===== config.mk =====
export PLATFORM = sky130hd
export DESIGN_NAME = shift_right_ctrl
export DESIGN_NICKNAME = d
export VERILOG_FILES = /design/src/rtl/shift_ctrl_pkg.sv /design/src/rtl/shift_right_ctrl.sv
export SDC_FILE = /design/constraint.sdc
export NUM_CORES = 1
export LEC_CHECK = 0
export BUFFER_PORTS_ARGS = -buffer_cell sky130_fd_sc_hd__buf_2
export CAP_MARGIN = 5
export CORE_MARGIN = 1
export CORE_UTILIZATION = 40
export DETAILED_ROUTE_END_ITERATION = 10
export PLACE_DENSITY = 0.66
export REMOVE_ABC_BUFFERS = 1
export SLEW_MARGIN = 20
export SYNTH_ARGS = -nofsm -noshare
export SYNTH_HDL_FRONTEND = slang
export SYNTH_SLANG_ARGS = --single-unit

===== constraint.sdc =====
create_clock -name clk -period 3.7 [get_ports clk]
set_input_delay 0.74 -clock clk [delete_from_list [all_inputs] [get_ports clk]]
set_output_delay 0.74 -clock clk [all_outputs]
set_load 0.005 [all_outputs]

===== src/rtl/shift_ctrl_pkg.sv =====
// Shared definitions for the shift_right_ctrl sequencing stage.
// Holds the controller state encoding, the default widths, and the maximum
// amount the downstream 4-bit shifter can apply in a single pass.
package shift_ctrl_pkg;

  localparam int WIDTH_DEF    = 20;
  localparam int SH_BITS_DEF  = 4;
  localparam int AMT_BITS_DEF = 5;

  // Largest amount one pass through the shifter can apply.
  localparam int PASS_MAX = (1 << SH_BITS_DEF) - 1;

  typedef enum logic [1:0] {
    IDLE    = 2'd0,
    ISSUE   = 2'd1,
    CAPTURE = 2'd2,
    DONE    = 2'd3
  } state_t;

endpackage


===== src/rtl/shift_right_ctrl.sv =====
// shift_right_ctrl: sequences a 0..31 logical right shift over a registered
// shifter that can only move 0..15 positions per pass. Each registered pass
// result is fed back as the next operand until the full amount is applied.
// The final value is then presented with zero and carry flags on a
// valid/ready response interface.
//
// Ports:
//   clk, rst              clock; asynchronous active-high reset
//   req_valid/req_ready   request handshake (ready only while idle)
//   req_a, req_amt        operand and total right-shift amount
//   sh_a, sh_b            registered operand/amount driven to the shifter
//   sh_c                  shifter result, valid one edge after sh_a/sh_b
//   rsp_valid/rsp_ready   response handshake
//   rsp_data              shifted result
//   rsp_zero, rsp_carry   result-is-zero flag, last bit shifted out
module shift_right_ctrl
  import shift_ctrl_pkg::*;
#(
  parameter int WIDTH    = WIDTH_DEF,
  parameter int SH_BITS  = SH_BITS_DEF,
  parameter int AMT_BITS = AMT_BITS_DEF
) (
  input  logic                clk,
  input  logic                rst,
  input  logic                req_valid,
  output logic                req_ready,
  input  logic [WIDTH-1:0]    req_a,
  input  logic [AMT_BITS-1:0] req_amt,
  output logic [WIDTH-1:0]    sh_a,
  output logic [SH_BITS-1:0]  sh_b,
  input  logic [WIDTH-1:0]    sh_c,
  output logic                rsp_valid,
  input  logic                rsp_ready,
  output logic [WIDTH-1:0]    rsp_data,
  output logic                rsp_zero,
  output logic                rsp_carry
);

  localparam int PASS_LIM = (1 << SH_BITS) - 1;

  state_t                state, state_nxt;
  logic [AMT_BITS-1:0]   remaining;
  logic                  carry_q;
  logic                  accept;
  logic [SH_BITS-1:0]    acc_pass;
  logic [SH_BITS-1:0]    cap_pass;

  // Amount for the next pass: whatever is left, capped at the shifter range.
  function automatic logic [SH_BITS-1:0] pass_amt(input logic [AMT_BITS-1:0] r);
    if (r > AMT_BITS'(PASS_LIM)) return SH_BITS'(PASS_LIM);
    return r[SH_BITS-1:0];
  endfunction

  function automatic logic [AMT_BITS-1:0] widen(input logic [SH_BITS-1:0] p);
    return {{(AMT_BITS - SH_BITS){1'b0}}, p};
  endfunction

  // Last bit shifted out of the original operand; nothing leaves for a zero
  // shift, and only zeros leave once the shift runs past the operand width.
  function automatic logic carry_of(input logic [WIDTH-1:0]    a,
                                    input logic [AMT_BITS-1:0] amt);
    logic [WIDTH-1:0] t;
    if ((amt == '0) || (int'(amt) > WIDTH)) return 1'b0;
    t = a >> (amt - AMT_BITS'(1));
    return t[0];
  endfunction

  assign acc_pass = pass_amt(req_amt);
  assign cap_pass = pass_amt(remaining);

  // State register
  always_ff @(posedge clk or posedge rst) begin
    if (rst) state <= IDLE;
    else     state <= state_nxt;
  end

  // Next-state logic
  always_comb begin
    state_nxt = state;
    unique case (state)
      IDLE:    if (req_valid) state_nxt = ISSUE;
      ISSUE:   state_nxt = CAPTURE;
      CAPTURE: state_nxt = (remaining != '0) ? ISSUE : DONE;
      DONE:    if (rsp_ready) state_nxt = IDLE;
      default: state_nxt = IDLE;
    endcase
  end

  // Output decode; ready is masked during reset because reset forces IDLE.
  always_comb begin
    req_ready = (state == IDLE) && !rst;
    accept    = req_ready && req_valid;
  end

  // Shifter drive and response registers
  always_ff @(posedge clk or posedge rst) begin
    if (rst) begin
      sh_a      <= '0;
      sh_b      <= '0;
      remaining <= '0;
      carry_q   <= 1'b0;
      rsp_valid <= 1'b0;
      rsp_data  <= '0;
      rsp_zero  <= 1'b0;
      rsp_carry <= 1'b0;
    end else begin
      unique case (state)
        IDLE: begin
          if (accept) begin
            sh_a      <= req_a;
            sh_b      <= acc_pass;
            remaining <= req_amt - widen(acc_pass);
            carry_q   <= carry_of(req_a, req_amt);
          end
        end
        CAPTURE: begin
          if (remaining != '0) begin
            // Feed the partial result back for another pass.
            sh_a      <= sh_c;
            sh_b      <= cap_pass;
            remaining <= remaining - widen(cap_pass);
          end else begin
            rsp_data  <= sh_c;
            rsp_zero  <= (sh_c == '0);
            rsp_carry <= carry_q;
            rsp_valid <= 1'b1;
          end
        end
        DONE: begin
          if (rsp_ready) rsp_valid <= 1'b0;
        end
        default: ;
      endcase
    end
  end

endmodule


### Word-level counts from Yosys, hierarchy flattened

Cells that the tools add are included.

| word-level totals | value |
|---|---|
| bits in registers | 55 |
| output and inout bits | 48 |
| input port bits | 49 |
| word-level logic and storage cells | 67 |

| cells by class | value |
|---|---|
| shifts and indexed selects | 1 |
| muxes and demuxes | 27 |
| order comparisons | 3 |
| eq/ne operators | 8 |
| add/sub/neg operators | 3 |
| reductions and logical operators | 15 |
| bitwise gates (word level) | 1 |

Operators by type and width:

| kind | count |
|---|---|
| $mux W20 | 2 |
| $pmux W20 S2 | 1 |
| $mux W4 | 6 |
| $logic_not A20 Y1 | 1 |
| $shr A20 B5 Y1 | 1 |
| $gt A5 B4 Y1 const B | 2 |
| $mux W5 | 2 |
| $ne A2 B2 Y1 const B | 5 |
| $pmux W5 S2 | 1 |
| $sub A5 B4 Y5 | 2 |
| $mux W1 | 9 |
| $pmux W2 S4 | 1 |
| $pmux W4 S2 | 1 |
| $mux W2 | 3 |
| $reduce_and A2 Y1 | 3 |
| $reduce_and A3 Y1 | 2 |
| $gt A5 B5 Y1 const B | 1 |
| $logic_not A5 Y1 | 1 |
| $reduce_bool A5 Y1 | 1 |
| $sub A5 B1 Y5 const B | 1 |
| $eq A2 B2 Y1 const B | 2 |
| $reduce_bool A2 Y1 | 2 |
| $eq A2 B1 Y1 const B | 1 |
| $logic_and A1 B1 Y1 | 2 |
| other kinds (5) | 5 |

### Logic depth before layout (Yosys ltp)

Gate-level depths: netlist (run 1).

| logic depth | value |
|---|---|
| depth in word-level cells | 6 |
| gate-level depth with buffers | 8 |
| mapped depth without buffers | 7 |

### Least setup slack after synthesis (run 1)

Ideal clock, no wire load.

| timing | value |
|---|---|
| path kind | in2reg |
| from | in req_amt[0] |
| to | reg carry_q |
| cell stages on the path | 6 |
| data arrival time | 2.307 ns |
| required time | 3.574 ns |
| setup time | 0.126 ns |
| buffers on the path | 1 |
| path slack | 1.267 ns |
| cell sequence | buf_6 -> inv_1 -> ha_1 -> mux4_1 -> mux4_2 -> a221o_1 |

| between the ends | value |
|---|---|
| word-level cells in the longest chain between the ends | 6 |
| elaborated cells on any way between the ends | 9 |
| those cells by class | add/sub: 1; order compare: 1; shift: 1; mux: 4; reduce/logical: 2 |

RTL lines:

| element | RTL line | text |
|---|---|---|
| start: declaration | shift_right_ctrl.sv:28 | `input logic [AMT_BITS-1:0] req_amt,` |
| parallel branches: the longest is 5 deep, another holds $sub A5 B1 Y5 | n/a |  |
| $mux W1 * | shift_right_ctrl.sv:64 | `t = a >> (amt - AMT_BITS'(1));` |
| end signal: assignment | shift_right_ctrl.sv:113 | `carry_q <= carry_of(req_a, req_amt);` |
| end: declaration | shift_right_ctrl.sv:43 | `logic carry_q;` |

Mark *: on every way between the ends. The select of a mux whose other input is x is not followed.
A chain may end at the register's enable or synchronous reset.

### Final worst setup path (run 1)

Same ends and word-level chain as after synthesis.

==> impl_metrics.ini, run 1 <==
[global_route]
grt_pass1_vias = 2413
antenna_found_initial = 0
grt_max_degree = 49
track_usage_pct = 21.3
grt_pass1_wl_um = 12200
overflow = 0

[yosys]
synth_xor_area_share_pct = 1.24
synth_area_mm2 = 0.00282
synth-simple-area-share_pct = 13.8
synthFlopType = dfrtp_1
synth_top_family_by_area = multiplexers
yosys.area.top_type_share_pct = 48.8
ys_ff_latch = 55
synth_top_cells_by_count = dfrtp_1 (55), nand2_1 (55), a21oi_1 (26), mux2_2 (26), a31oi_1 (21)
synthAdderAreaFrac_pct = 1.77
synth_cell_types = 41
synth_edf_count = 0
synthTopCellsByArea = dfrtp_1 (49%), mux2_2 (10%), nand2_1 (7.3%)
avgSynthCellArea_um2 = 10.3
ys_seq_area_share_pct = 48.8
yosysTopAreaCell = dfrtp_1
yosys_warnings = 0
async_flop_share_pct = 100
synth_compound_area_share_pct = 14.2
netlist_instances = 273
synthMuxAreaShare_pct = 16.2

[power_and_ir_drop]
sw_frac_of_total_pct = 38.7
peakVddDrop_uv = 351
p_leak_nw = 1.59
p_sw_mw = 1.01
intPower_mw = 1.60
power.density_mw_per_mm2 = 755
seq_power_share_pct = 41.4
p_total_mw = 2.61
clockPowerShare_pct = 13.0
p_comb_share_pct = 45.6

[place]
place_area_mm2 = 0.00337
dp_cells = 450
hpwl_um = 5260
gp_congestion = 0.830
place_ws_ns = 0.937
numPortBuffers = 96

[floorplan]
boundaryPins = 97
fp.dieW_um = 86.0
rows = 30
die_area_mm2 = 0.00739
die_h_um = 86.0
core_mm2 = 0.00679
initial_utilization_pct = 41.5

[final_layout]
finish.utilization_pct = 50.9
seq_area_mm2 = 0.00138
multi_input_area_mm2 = 0.00134
fill_cells = 659
area_delta_synth_final_pct = 22.6
finish.net_count = 414
n_antenna_cell = 0
final_cell_count_no_fill = 458
drive_above_1_share_pct = 38.4
stdcell_area_mm2 = 0.00346

[sta]
whs_ns = 0.477
rsz0062_at_grt = no
maxSlewHeadroom_pct = 26.7
finalCritPeriodShare_pct = 64.8
slew_violations = 0
tns_ns = 0
fin_ws_ns = 1.30
fin_crit_ns = 2.40
max_freq_ghz = 0.417
hold_violations = 0
skew_ns = 0.00689
tightest_slew_ns = 1.10
finalSetupViolCount = 0

[routing]
drt_wl_total_um = 7510
drc_errors = 0
vias = 2536
vias_per_cell = 5.54
drt_iter0_drc = 247
drtAntennaViolNets = 0
drtPass1Iterations = 5
wire_per_inst_um = 16.4

[critical_path]
startpoint_type = input port
critical_path_class = input port to flop
arrival_ns = 2.61
required_ns = 3.91
critical_path.max_fanout = 11
cp-end-kind = flop

[clock_network]
clockBufferDepth = 2
cts_setup_buffers = 0
cts.reportedPaths.clkPinSlew_ns = 0.10
clk_latency_ns = 0.31
cts-root-buf = clkbuf_8
cts_resized = 0
htree_levels = 2
numCtsBuffers = 5
clock_sinks = 55
cts_hold_buf = 0
cts_tree = built

[run]
maxCapViolCount = 0

[run_status]
status = finished, final reports clean

[hold_path]
hold_class = flop to flop
[sequential cells by signal, indices dropped and copies added, names as in the netlist, 2 cells and up]
signal	count
remaining	5
rsp_data	20
sh_a	20
sh_b	4
state	2
[area by class of cell]
| type | instances | area share (%) |
|---|---|---|
| sequential | 55 | 39.8 |
| tap | 96 | 3.47 |
| multi-input combinational | 192 | 38.6 |
| clock buffer | 6 | 2.10 |
| inverter | 6 | 0.651 |
| timing repair buffer | 101 | 15.0 |
| clock inverter | 2 | 0.362 |
[placed cells by master, fill, tap and decap left out, drive strengths merged, types with 4 or more instances in the layout]
cell type  synthesis  routed
o32a               4       4
ha                 4       4
a21oi             26      26
buf                8     101
inv                6       6
nand2             55      55
clkbuf            12       6
mux2              26      26
a31oi             21      21
nor4               5       5
dfrtp             55      55
o21ai              5       5
nand2b             4       4
mux4               6       6
nand3              6       6
[critical path, stage by stage]
cell and delay (ns):
buf_2 0.23, inv_1 0.12, ha_1 0.40, mux4_1 0.32, mux4_2 0.47, a221o_1 0.32
[metal layers]
layer	part of all wire (%)	GRT usage (%)	up-vias
met5	0	0	-
met4	2.4	7.27	0
met3	9.3	6.45	16
met2	46	32.6	133
met1	42	28.8	1223
li1	-	-	1164
[path summary, 6_finish.rpt]
path                                        from                    end  slack, ns  depth (start not counted)
setup / recovery                      req_amt[0]    carry_q$_DFFE_PP0P_       1.30                          6
hold / removal             rsp_valid$_DFFE_PP0P_  rsp_valid$_DFFE_PP0P_       0.48                          2
setup reg to reg            state[0]$_DFFE_PP0P_    sh_b[0]$_DFFE_PP0P_       1.44                          4
hold reg to reg            rsp_valid$_DFFE_PP0P_  rsp_valid$_DFFE_PP0P_       0.48                          2
max in group asynchronous                    rst   sh_a[15]$_DFFE_PP0P_       2.35                          3
min in group asynchronous                    rst   state[0]$_DFFE_PP0P_       0.59                          2
[logic make-up after synthesis]
logic type,count (synthesis)
buffers and inverters,26
DFF,55
adders and majority gates,4
xor gates and xnor gates,4
muxes,33
AOI/OAI and AO/OA,65
and+or+nand+nor,86
[power by group through the flow]
stage | clock (mW) | combinational [mW] | sequential [mW]
after CTS | 0.346 | 1.19 | 1.08
after global placement | 0 | 1.17 | 1.08
after floorplan | 0 | 0.677 | 1.09
after global routing | 0.368 | 1.32 | 1.12
final | 0.339 | 1.19 | 1.08
after detailed placement | 0 | 1.19 | 1.09
No activity file was read; power rests on OpenSTA's default activity.
==> run 2: changes to the inputs <==
- clock period: 3.7 -> 2.5 ns (I/O delays scaled with it)
==> impl_metrics.ini, run 2 (synthesis results as in run 1) <==
[sta]
skew_ns = 0.00861
whs_ns = 0.384
slew_violations = 0
rsz0062_at_grt = no
fin_crit_ns = 2.11
max_freq_ghz = 0.475
hold_violations = 0
tns_ns = 0
finalCritPeriodShare_pct = 84.3
maxSlewHeadroom_pct = 52.0
tightest_slew_ns = 0.721
finalSetupViolCount = 0

[floorplan]
die_area_mm2 = 0.00739
initial_utilization_pct = 41.5
boundaryPins = 97
rows = 30
die_h_um = 86.0
fp.dieW_um = 86.0
core_mm2 = 0.00679

[place]
hpwl_um = 5490
gp_congestion = 0.865
numPortBuffers = 96
place_area_mm2 = 0.00340

[hold_path]
hold_class = input port to async pin

[clock_network]
cts.reportedPaths.clkPinSlew_ns = 0.10
cts_tree = built
cts_hold_buf = 0
cts_resized = 0
cts-root-buf = clkbuf_8
clk_latency_ns = 0.31
htree_levels = 2
clockBufferDepth = 2
cts_setup_buffers = 0
numCtsBuffers = 5
clock_sinks = 55

[routing]
drt_wl_total_um = 7510
drtPass1Iterations = 4
wire_per_inst_um = 16.3
drc_errors = 0
vias = 2520
drt_iter0_drc = 190
vias_per_cell = 5.45
drtAntennaViolNets = 0

[critical_path]
r2r_cells = 4
critical_path.max_fanout = 8
timing.rr.end = sh_b[0]$_DFFE_PP0P_
arrival_ns = 2.30
crit_start = req_amt[0]
critPathMaxStageDelay_ns = 0.48
cp-end-kind = flop
startpoint_type = input port
crit_chain = buf_2, inv_1, ha_1, mux4_1, mux4_2, a221o_1
required_ns = 2.69
reg2reg_slack_ns = 0.77
path_depth = 6
critPathBufInv = 2
cp_top_family = multiplexers
critPathSlowestCell = mux4_2
crit_end = carry_q$_DFFE_PP0P_
critical_path_class = input port to flop
r2r_start = state[0]$_DFFE_PP0P_

[global_route]
track_usage_pct = 21.2
grt_max_degree = 56
grt_pass1_vias = 2440
antenna_found_initial = 0
grt_pass1_wl_um = 12300
overflow = 0

[run]
maxCapViolCount = 0

[final_layout]
mostFrequentLayoutCells = buf_2 (96), nand2_1 (55), dfrtp_1 (55)
area_delta_synth_final_pct = 23.5
layout_commonest_cell = buf_2
fill_cells = 660
drive_above_1_share_pct = 38.8
reg_top3 = rsp_data (20), sh_a (20), remaining (5)
stdcell_area_mm2 = 0.00348
n_antenna_cell = 0
finish.net_count = 418

[power_and_ir_drop]
peakVddDrop_uv = 547
power.density_mw_per_mm2 = 1110
p_leak_nw = 1.61

[run_status]
status = finished, final reports clean
## run 2: changes by cell type in the layout (fill, tap and decap cells not counted)
cell        before  now
buf_4            5    9
clkbuf_1         1    2
clkinvlp_4       1    0
## run 2: through the flow
| step | setup WS, ns | utilization [%] | total power [mW] | cells |
|---|---|---|---|---|
| 2_1_floorplan | -1.60 | - | 2.61 | 253 |
| 3_3_place_gp | 0.175 | 50.1 | 3.37 | 454 |
| 3_5_place_dp | 0.0714 | 50.1 | 3.41 | 454 |
| 4_1_cts | 0.412 | 51.3 | 3.90 | 462 |
| 5_1_grt | 0.323 | 51.3 | 4.19 | 462 |
| 6_report | 0.394 | 51.3 | 3.88 | 462 |
## run 2: worst min-delay path by stage
stage                           from                    end  slack, ns
2_1_floorplan  rsp_valid$_DFFE_PP0P_  rsp_valid$_DFFE_PP0P_       0.47
3_3_place_gp   rsp_valid$_DFFE_PP0P_  rsp_valid$_DFFE_PP0P_       0.46
3_5_place_dp   rsp_valid$_DFFE_PP0P_  rsp_valid$_DFFE_PP0P_       0.46
4_1_cts                    rsp_ready   state[0]$_DFFE_PP0P_       0.37
5_1_grt                    rsp_ready   state[0]$_DFFE_PP0P_       0.40
6_report                         rst   state[0]$_DFFE_PP0P_       0.38
## run 2: worst register-to-register path, cell delays in order, from the launching register on
cell      delay, ns
dfrtp_1        0.50
nand2b_1       0.42
nand2_1        0.20
o32a_2         0.23
mux2_2         0.27
## run 2: area by class of cell
type	count	area, µm²	area share (%)
Multi-Input combinational cell	192	1340	38.3
Timing Repair Buffer	105	548	15.7
Clock inverter	1	5.00	0.144
Tap cell	96	120	3.45
Inverter	6	22.5	0.647
Clock buffer	7	76.3	2.19
Sequential cell	55	1380	39.5
## run 2: metal layers
layer	GRT usage [%]	up-vias	share of wire (%)
met1	29.3	1230	44
met4	7.42	0	2.3
met3	6.64	16	8.0
met2	31.6	101	45
met5	0	-	0
li1	-	1173	-
## run 2: power breakdown
part / switching [mW] / internal [mW]
clock: 0.285 / 0.198
sequential: 0.277 / 1.32
combinational: 0.925 / 0.873
